--- config.mk ---
export PLATFORM = sky130hd
export DESIGN_NAME = mem_arbiter
export DESIGN_NICKNAME = d
export VERILOG_FILES = /design/src/rtl/mem_arbiter.sv
export SDC_FILE = /design/constraint.sdc
export NUM_CORES = 1
export LEC_CHECK = 0
export ABC_CLOCK_PERIOD_IN_PS = 1700
export CORE_MARGIN = 2
export CORE_UTILIZATION = 31
export DETAILED_ROUTE_END_ITERATION = 10
export PLACE_DENSITY = 0.78
export SYNTH_ARGS = -nofsm -noshare
export SYNTH_HDL_FRONTEND = slang
export SYNTH_SLANG_ARGS = --single-unit
--- constraint.sdc ---
create_clock -name clk -period 1.7 [get_ports clk]
set_input_delay 0.51 -clock clk [delete_from_list [all_inputs] [get_ports clk]]
set_output_delay 0.51 -clock clk [all_outputs]
set_load 0.01 [all_outputs]
--- src/rtl/mem_arbiter.sv ---
// Two-port memory arbiter: IDLE -> ACCESS -> RESP per transaction, round-robin by default.
// Define MEM_ARB_FIXED_PRIO_EN to make port 0 win every contention.
module mem_arbiter #(
  parameter int unsigned AW = 32,
  parameter int unsigned DW = 32
) (
  input  logic          clk,
  input  logic          reset,
  input  logic          m0_req,
  input  logic          m0_we,
  input  logic [AW-1:0] m0_addr,
  input  logic [DW-1:0] m0_wdata,
  output logic          m0_gnt,
  output logic          m0_rvalid,
  output logic [DW-1:0] m0_rdata,
  input  logic          m1_req,
  input  logic          m1_we,
  input  logic [AW-1:0] m1_addr,
  input  logic [DW-1:0] m1_wdata,
  output logic          m1_gnt,
  output logic          m1_rvalid,
  output logic [DW-1:0] m1_rdata,
  output logic          mem_en,
  output logic          mem_we,
  output logic [AW-1:0] mem_addr,
  output logic [DW-1:0] mem_wdata,
  input  logic [DW-1:0] mem_rdata,
  output logic          busy
);

  typedef enum logic [1:0] {
    IDLE   = 2'd0,
    ACCESS = 2'd1,
    RESP   = 2'd2
  } state_t;

  state_t        state_q, state_d;
  logic          owner_q, owner_d;
  logic          we_q, we_d;
  logic [AW-1:0] addr_q, addr_d;
  logic [DW-1:0] wdata_q, wdata_d;
`ifndef MEM_ARB_FIXED_PRIO_EN
  logic          last_grant_q, last_grant_d;
`endif

  logic req_any;
  logic winner;
  logic grant;

  // Grant is combinational in IDLE, so it is masked while reset is held low.
  always_comb begin
    req_any = (m0_req | m1_req) & reset;
`ifdef MEM_ARB_FIXED_PRIO_EN
    winner  = ~m0_req;
`else
    winner  = (m0_req & m1_req) ? ~last_grant_q : m1_req;
`endif
    grant   = (state_q == IDLE) & req_any;
  end

  always_comb begin
    state_d      = state_q;
    owner_d      = owner_q;
    we_d         = we_q;
    addr_d       = addr_q;
    wdata_d      = wdata_q;
`ifndef MEM_ARB_FIXED_PRIO_EN
    last_grant_d = last_grant_q;
`endif
    case (state_q)
      IDLE: begin
        if (grant) begin
          owner_d      = winner;
          we_d         = winner ? m1_we    : m0_we;
          addr_d       = winner ? m1_addr  : m0_addr;
          wdata_d      = winner ? m1_wdata : m0_wdata;
`ifndef MEM_ARB_FIXED_PRIO_EN
          last_grant_d = winner;
`endif
          state_d      = ACCESS;
        end
      end
      ACCESS:  state_d = RESP;
      RESP:    state_d = IDLE;
      default: state_d = IDLE;
    endcase
  end

  always_ff @(posedge clk or negedge reset) begin
    if (!reset) begin
      state_q      <= IDLE;
      owner_q      <= 1'b0;
      we_q         <= 1'b0;
      addr_q       <= '0;
      wdata_q      <= '0;
`ifndef MEM_ARB_FIXED_PRIO_EN
      last_grant_q <= 1'b1;
`endif
    end else begin
      state_q      <= state_d;
      owner_q      <= owner_d;
      we_q         <= we_d;
      addr_q       <= addr_d;
      wdata_q      <= wdata_d;
`ifndef MEM_ARB_FIXED_PRIO_EN
      last_grant_q <= last_grant_d;
`endif
    end
  end

  always_comb begin
    m0_gnt    = grant & ~winner;
    m1_gnt    = grant &  winner;
    mem_en    = (state_q == ACCESS);
    mem_we    = (state_q == ACCESS) & we_q;
    mem_addr  = addr_q;
    mem_wdata = wdata_q;
    m0_rvalid = (state_q == RESP) & ~owner_q;
    m1_rvalid = (state_q == RESP) &  owner_q;
    m0_rdata  = (m0_rvalid & ~we_q) ? mem_rdata : '0;
    m1_rdata  = (m1_rvalid & ~we_q) ? mem_rdata : '0;
    busy      = (state_q != IDLE);
  end

endmodule

==> impl_metrics.tcl <==
set metrics [dict create \
    endpoint_kind "output port" \
    antenna_found_initial 1 \
    initial_utilization 0.316 \
    finalClockSkew_ns 0.00612 \
    drcViolationCount 0 \
    numCtsBuffers 9 \
    synth_cell_types 24 \
    port_buffers 300 \
    layout_common_cells "clkdlybuf4s50_1, buf_6, dfrtp_1, nand2_1" \
    slew_viol_final 0 \
    grt_max_degree 70 \
    path_common_cell "buf_6" \
    crit_path_start_kind "flop" \
    clkTransAtPathRegs_ns 0.06 \
    htree_levels 3 \
    drtPass1Iterations 4 \
    synth_sequential_area_ratio 0.437 \
    max_freq_ghz 0.418 \
    crit_chain "nand2b_4 -> buf_6 -> nor3_4 -> buf_6 -> buf_6 -> buf_16 -> buf_6 -> buf_6 -> and2_4 -> buf_6" \
    worst-path-buf-inv 7 \
    nNetsFinal 896 \
    avgSynthCellArea_um2 10.1 \
    pwr_density_cell_nw_per_um2 893 \
    die_w_um 117 \
    cp_max_fo 4 \
    synth_top_area_share 0.430 \
    vias_per_cell 5.11 \
    mappedNetlistNets 557 \
    ir_drop_mv 0.510 \
    cts_tree "done" \
    cts.path.max_buffers 2 \
    clkSinkCount 69 \
    synth_seq_cells 69 \
    pin_count 301 \
    status "complete, but fails checks" \
    slowest_stage "dfrtp_1" \
    die_h_um 117 \
    finalCriticalPeriod_ns 2.39 \
    post-route-util 0.652 \
    maxCapViolCount 0 \
    max-slew-margin-rel 0.409 \
    tightest_slew_ns 0.886 \
    syn_area_um2 3950 \
    failed_checks "setup timing" \
    yosysWarningCount 0 \
    root_buffer "clkbuf_16" \
    coreArea_um2 12500 \
    fin_crit_sh 1.41 \
    multi_input_area_um2 2190 \
    grt_pass1_wl_um 25000 \
    setup_slack_ns -0.694 \
    netlist_instances 391 \
    final_common_cell "clkdlybuf4s50_1" \
    vias 4644 \
    grt_pass1_vias 4759 \
    hold_violations 0 \
    holdCritPathClass "input port to async pin" \
    crit_type "flop to output port" \
    rows 41 \
    insertion_delay_ns 0.33 \
    routed_wl_um 17300 \
    setup_viol 139 \
    grt_use_total 0.241 \
    syn_to_final_growth_pct 107 \
    required_ns 1.19 \
    cp_data_arrival_time_ns 1.88 \
    p_leak_nw 3.75 \
    seqCellArea_um2 1730 \
    slowest_delay_ns 0.37 \
    wl_per_cell_um 19.1 \
    ant_nets 0 \
    crit_family "buffers and inverters" \
    drt_iter0_markers 249 \
    dp_cells 852 \
    synth_top_area_cell "dfrtp_1" \
    dp_hpwl_um 11400 \
    rsz0062_at_grt "yes" \
    fin_cells 908 \
    synth_area_leaders "dfrtp_1, a221o_1, nor3_2, and2_1, nand2_1" \
    fillCellCount 1029 \
    worst-r2r-setup-slack_ns -0.27 \
    die_area_um2 13700 \
    r2r_start "state_q[1]" \
    grt-ovfl-total 0 \
    drive_above_1_share 0.362 \
    reg2reg_to "mem_addr[26]" \
    r2r_cells 9 \
    gp_congestion 0.793 \
]
[repair_timing]
item	in CTS	in global routing
gates cloned	12	3
hold buffers	0	0
gates resized for setup	403	99
buffers inserted	25	8
endpoints found under the setup margin	200	139
hold endpoints to repair	0	0
pin swaps	18	19
[through the flow]
stage          setup TNS [ns]  power [mW]  instance area [µm²]  setup WS (ns)  hold slack (ns)
2_1_floorplan           -5.04        3.49                 3960        -0.0840            0.214
3_3_place_gp           -67.43        5.26                 7270         -0.749            0.496
3_5_place_dp           -71.02        5.31                 7270         -0.742            0.495
4_1_cts                -44.68        7.27                 7940         -0.708            0.510
5_1_grt                -55.43        7.65                 8170         -0.779            0.521
6_report               -44.24        7.29                 8170         -0.694            0.501
[kinds of logic after synthesis]
kind of cell           synth area share
AOI/OAI and AO/OA                 0.169
buffers and inverters            0.0608
DFF                               0.437
and+or+nand+nor                   0.333
[layer usage]
| layer | part of all wire | vias up | track usage |
|---|---|---|---|
| met1 | 0.37 | 2233 | 0.274 |
| li1 | - | 2102 | - |
| met4 | 0.042 | 0 | 0.132 |
| met2 | 0.51 | 255 | 0.417 |
| met5 | 0 | - | 0 |
| met3 | 0.078 | 54 | 0.0613 |
[worst reg2reg max path: stages (launching register included)]
cell     delay [ns]
dfrtp_1        0.40
buf_4          0.16
nor3b_4        0.20
buf_4          0.15
buf_4          0.09
buf_4          0.12
o21ai_4        0.11
buf_6          0.18
buf_16         0.14
a221o_1        0.30
[worst max path at each step]
stage	start	to	slack, ns	cells past startpoint
after floorplan	state_q[0]	m0_rdata[10]	-0.08	4
after global placement	m1_req	m0_gnt	-0.75	5
after detailed placement	m1_req	m0_gnt	-0.74	5
after CTS	state_q[0]	m1_rdata[23]	-0.71	10
after global routing	state_q[0]	m1_rdata[23]	-0.78	10
final	state_q[0]	m1_rdata[23]	-0.69	10
[cell type report]
class,count,share of cell area
repair buffers,368,0.454
multi-input cells,279,0.268
flip-flops and latches,69,0.212
clock buffers,13,0.0331
inverters,3,0.00138
clock inverters,3,0.00521
diodes,1,0.000306
well taps,172,0.0264
[synth_stat cells]
cell type,instances
a21oi_1,1
a221o_1,65
and2_1,65
and3_1,1
buf_1,1
buf_2,12
buf_4,4
buf_6,6
clkbuf_1,18
dfrtp_1,68
dfstp_2,1
inv_1,3
nand2_1,66
nand2b_1,2
nand3_1,1
nor2_1,2
nor2b_1,3
nor3_1,17
nor3_2,50
nor3b_2,1
o21a_1,1
o21ai_1,1
or2_2,1
or3b_1,1
[where the power goes]
| part | internal [mW] | switching (mW) | leakage [nW] |
|---|---|---|---|
| Clock | 1.25 | 0.670 | 0.152 |
| Combinational | 1.69 | 1.29 | 2.74 |
| Sequential | 2.10 | 0.296 | 0.853 |
| Total | 5.04 | 2.25 | 3.75 |
[state kept, by name (all words and copies together) (netlist names)]
register / cells
mem_addr: 32
mem_wdata: 32
state_q: 2
last_grant_q: 1
owner_q: 1
we_q: 1
Note: power is estimated with default switching activity, not from simulation.
